--- src/rtl/cost_calculator.sv ---
// Sequential squared-error cost over NUM_CLASSES class weights, one class per cycle.
// Define COST_CALC_SATURATE_EN to make the 8-bit accumulator saturate at 255 instead of wrapping.
module cost_calculator #(
    parameter int NUM_CLASSES  = 10,
    parameter int TARGET_VALUE = 8
) (
    input  logic                             clk,
    input  logic                             n_rst,
    input  logic                             cost_en,
    input  logic [0:NUM_CLASSES-1]           expected_label,
    input  logic [0:NUM_CLASSES-1][3:0]      digit_weights,
    output logic                             calculation_complete,
    output logic [7:0]                       cost_output
);

    localparam int IW = (NUM_CLASSES > 1) ? $clog2(NUM_CLASSES) : 1;
    localparam logic [IW-1:0] LAST_IDX = IW'(NUM_CLASSES - 1);
    localparam logic [4:0] TARGET = 5'(TARGET_VALUE);

    localparam logic [1:0] IDLE = 2'd0;
    localparam logic [1:0] CALC = 2'd1;
    localparam logic [1:0] DONE = 2'd2;

    logic [1:0]                        state_q;
    logic [0:NUM_CLASSES-1]            label_q;
    logic [0:NUM_CLASSES-1][3:0]       weights_q;
    logic [7:0]                        acc_q;
    logic [IW-1:0]                     idx_q;

    logic [4:0] target;
    logic [4:0] weight5;
    logic [4:0] diff5;
    logic [3:0] diff;
    logic [7:0] square;
    logic [7:0] term;
    logic [7:0] acc_next;

    always_comb begin
        target  = label_q[idx_q] ? TARGET : 5'd0;
        weight5 = {1'b0, weights_q[idx_q]};
        diff5   = (target >= weight5) ? (target - weight5) : (weight5 - target);
        diff    = diff5[3:0];
        square  = {4'd0, diff} * {4'd0, diff};
        // Only bits [6:2] of the square contribute to the cost.
        term    = {3'd0, square[6:2]};
    end

`ifdef COST_CALC_SATURATE_EN
    logic [8:0] sum9;
    always_comb begin
        sum9     = {1'b0, acc_q} + {1'b0, term};
        acc_next = sum9[8] ? 8'hFF : sum9[7:0];
    end
`else
    always_comb begin
        acc_next = acc_q + term;
    end
`endif

    logic unused_bits;
    assign unused_bits = ^{square[7], square[1:0], diff5[4]};

    always_ff @(posedge clk or posedge n_rst) begin
        if (n_rst) begin
            state_q              <= IDLE;
            label_q              <= '0;
            weights_q            <= '0;
            acc_q                <= 8'd0;
            idx_q                <= '0;
            cost_output          <= 8'd0;
            calculation_complete <= 1'b0;
        end else begin
            calculation_complete <= 1'b0;
            case (state_q)
                IDLE: begin
                    if (cost_en) begin
                        label_q   <= expected_label;
                        weights_q <= digit_weights;
                        acc_q     <= 8'd0;
                        idx_q     <= '0;
                        state_q   <= CALC;
                    end
                end
                CALC: begin
                    acc_q <= acc_next;
                    idx_q <= idx_q + 1'b1;
                    if (idx_q == LAST_IDX) begin
                        state_q <= DONE;
                    end
                end
                DONE: begin
                    cost_output          <= acc_q;
                    calculation_complete <= 1'b1;
                    state_q              <= IDLE;
                end
                default: state_q <= IDLE;
            endcase
        end
    end

endmodule

--- config.mk ---
export PLATFORM = sky130hd
export DESIGN_NAME = cost_calculator
export DESIGN_NICKNAME = d
export VERILOG_FILES = /design/src/rtl/cost_calculator.sv
export SDC_FILE = /design/constraint.sdc
export NUM_CORES = 1
export LEC_CHECK = 0
export ABC_CLOCK_PERIOD_IN_PS = 3900
export BUFFER_PORTS_ARGS = -buffer_cell sky130_fd_sc_hd__buf_2
export CORE_MARGIN = 3
export CORE_UTILIZATION = 30
export CTS_BUF_LIST = sky130_fd_sc_hd__clkbuf_16
export DETAILED_ROUTE_END_ITERATION = 7
export GPL_TIMING_DRIVEN = 0
export PLACE_DENSITY_LB_ADDON = 0.15
export SLEW_MARGIN = 30
export SYNTH_ARGS = -nofsm -noshare
export SYNTH_HDL_FRONTEND = slang
export SYNTH_SLANG_ARGS = --single-unit
--- constraint.sdc ---
create_clock -name clk -period 3.9 [get_ports clk]
set_input_delay 0.975 -clock clk [delete_from_list [all_inputs] [get_ports clk]]
set_output_delay 0.975 -clock clk [all_outputs]
set_load 0.005 [all_outputs]
==> summary.txt <==
Synth
  – Compound-Gate Fraction of Synth Area: 0.09423
  – Seq/Total Area, Yosys: 0.4760
  – Mean Syn Cell Area: approximately 9 um2
  – Gate Count Post-Synth: 423
  – EDFF count, synth: 0
  – Count of cell types in the netlist: 48
  – XOR/XNOR Fraction of Synth Area: 0.01369
  – Warnings, synthesis: 0
  – Share of the synthesized area in the top cell type: 0.4760
  – #FFs+latches synth: 73
  – Async S/R FF share, synth: 1.000
  – Ys flop type: dfrtp_1
  – Synth cell count leaders: 166 x nand2_1, 73 x dfrtp_1, 19 x clkbuf_1, 15 x mux2_2, 14 x nand3_1
  – Post-Syn Nets: slightly below 500
  – Area contributors post-synth: dfrtp_1 48%, nand2_1 16%, mux2_2 4.4%
  – Post-Synth Adder-Cell Area: 0.04760
  – Combinational family with the most area after synthesis: simple AND/OR/NAND/NOR gates
  – Mapped Area: 3837 um2
  – Multiplexer area fraction after synthesis: 0.09619
  – Area leader, netlist: dfrtp_1
  – Count leader, synth: nand2_1
  – Simple-Gate Fraction of Synth Area: 0.2325

Critical path
  – Critical path class: register to register
  – FF-to-FF End: acc_q[7]
  – CP endpoint kind: register
  – Reg2reg start: idx_q[1]
  – CP max FO: 8
  – Worst path max stage delay: 490 ps
  – Req. time, crit path: ~4200 ps
  – CP max-delay cell: o41a_4
  – CP Launch Point: idx_q[1]
  – CP Cell Sequence: buf_6, buf_4, mux2i_1, a22o_1, o41a_4, ha_4, xnor2_2, o32ai_1, ha_1, a21o_1, a21oi_4, o221ai_2, nor3_2, nor3_2, ha_1, a21o_1, nand4_1, mux2i_1
  – Critical path arrival: roughly 4500 ps
  – R2R setup slack: -320 ps
  – Worst r2r path cells: 18
  – Critical Path Sink: acc_q[7]
  – Worst setup SP type: register

Die
  – Die H: around 120 um
  – Die area: 14180 um2
  – Initial Util: 0.3130
  – Cell Rows: 40
  – Core Area: 12260 um2
  – I/O pin count: 62
  – Die X: ~120 um

Finish
  – Fill cells: 1236
  – Diode count: 0
  – Multi-input logic area: ~2000 um2
  – Layout Utilization: 0.4202
  – Fin area: approximately 5200 um2
  – Storage cell area: between 1500 and 2000 um2
  – Area Overhead vs Synth: 34.27%
  – Nets: 585
  – Layout cell share with drive strength beyond 1: 0.2969

STA
  – Post-layout min period: roughly 4200 ps
  – Clk_skew: between 10 and 15 ps
  – Setup TNS: -1259 ps
  – Final hold violation count: 0
  – RSZ-0062 raised after global routing: yes
  – Final setup viols: 5
  – Worst slew margin: 0.5835
  – Period utilization: 1.083
  – PnR worst setup slack: -323.9 ps
  – Actual slew at the worst max-slew pin: 609.0 ps
  – Highest clock rate: 236.7 MHz
  – Fin. max-slew vios: 0
  – Hold_ws: between 400 and 500 ps

Run status
  – Status: finished with violations
  – Failing checks: setup timing

Routing
  – ANT nets after route: 0
  – Iter 0 DRT Violations: between 100 and 150
  – DR DRC count: 0
  – Drt wl/cell: 13.90 um
  – Final WL: 9.589 mm
  – Vias: 3192
  – First-pass iteration count of the detailed router: 4
  – Vias/cell: ~4.6

Clock tree
  – Hold_buf cts: 0
  – CTS Buf Count: 9
  – Clk slew on worst S/H paths: roughly 60 ps
  – Max clock buf depth: 2
  – H-Tree Depth: 3
  – Clock sinks: between 70 and 80
  – Clk root buf: clkbuf_16
  – CTS tree: yes
  – Clock latency on the worst-skew pair: ~330 ps

Global route
  – Initial antenna violation count: 0
  – Vias in the first global route: 3155
  – Total grt overflow: 0
  – GRT Total Usage: 0.1382
  – First-pass GRT wire length: approximately 16 mm
  – Largest net degree at the start of global routing: 43

Hold path
  – Worst hold path class: register to register
  – Worst hold start: label_q[1]

Flow run
  – Max_cap viols: 0

Placement
  – Placer Congestion: ~0.80
  – Placed Instance Area: around 4500 um2
  – Hpwl dp: roughly 6.7 mm
  – Port Buffer Count: around 60
==> logic make-up after synthesis <==
family,after synthesis
flip-flops,73
multiplexers,30
AND/OR/NAND/NOR,213
buffers and inverters,37
XOR/XNOR,6
AO/OA/AOI/OAI,50
adder cells (fa/ha/maj),14
==> repair_timing <==
action / CTS / global route
endpoints found under the setup margin: 5 / 5
cloned: 2 / 0
pin swaps: 13 / 19
resized for setup: 11 / 32
buffers inserted: 6 / 14
==> metrics by stage <==
stage | cells | worst slack, ps
3_3_place_gp | 652 | -580.0
5_1_grt | 690 | -512.0
3_5_place_dp | 653 | -560.3
6_report | 690 | -323.9
4_1_cts | 676 | -409.7
2_1_floorplan | 423 | -52.69
==> metal layers <==
layer | routed length [um] | vias to the layer above | global-route usage
li1 | - | 1606 | -
met2 | 4576 | 62 | 0.2204
met5 | 0 | - | 0
met4 | 94 | 0 | 0.03765
met3 | 367 | 11 | 0.03941
met1 | 4550 | 1513 | 0.1841
==> state kept, by name, summed over array words and instances (netlist names) <==
register	flops
acc_q	8
calculation_complete	1
cost_output	8
idx_q	4
label_q	10
state_q	2
weights_q	40
==> area by class of cell <==
| class | instances | share of cell area |
|---|---|---|
| buffer | 25 | 0.03133 |
| clock buffer | 9 | 0.04371 |
| clock inverter | 6 | 0.02088 |
| inverter | 12 | 0.009228 |
| multi-input combinational | 313 | 0.3966 |
| sequential | 73 | 0.3545 |
| tap | 168 | 0.04080 |
| timing repair buffer | 84 | 0.1030 |
==> worst min path at each step <==
stage,cells past startpoint,slack (ps),to
after detailed placement,2,460,label_q[1]
after floorplan,2,440,weights_q[25]
final,2,470,label_q[1]
after global routing,2,490,weights_q[29]
after global placement,2,450,weights_q[15]
after CTS,2,470,weights_q[20]
==> placed cells by master (no fill, tap or decap), types with 6 or more instances in the layout <==
cell       count
mux2_2        14
dfrtp_1       73
clkbuf_1      15
buf_4         18
buf_2         61
ha_1           9
nand3_1       14
inv_1         10
clkbuf_16      9
nand2_1      164
buf_6          6
mux2i_1       11
nor2b_1        7
o21ai_0        8
==> worst max-delay path: cells and delay by family, from the launching register on <==
kind	cells	cell delay, ps
AO/OA/AOI/OAI	7	1640
XOR/XNOR	1	210
adder cells (fa/ha/maj)	3	890
buffers and inverters	2	300
flip-flops	1	410
multiplexers	2	320
AND/OR/NAND/NOR	3	370
Power is not shown: default switching activity piles up to over one toggle a cycle in this logic, so the estimate is an artifact.
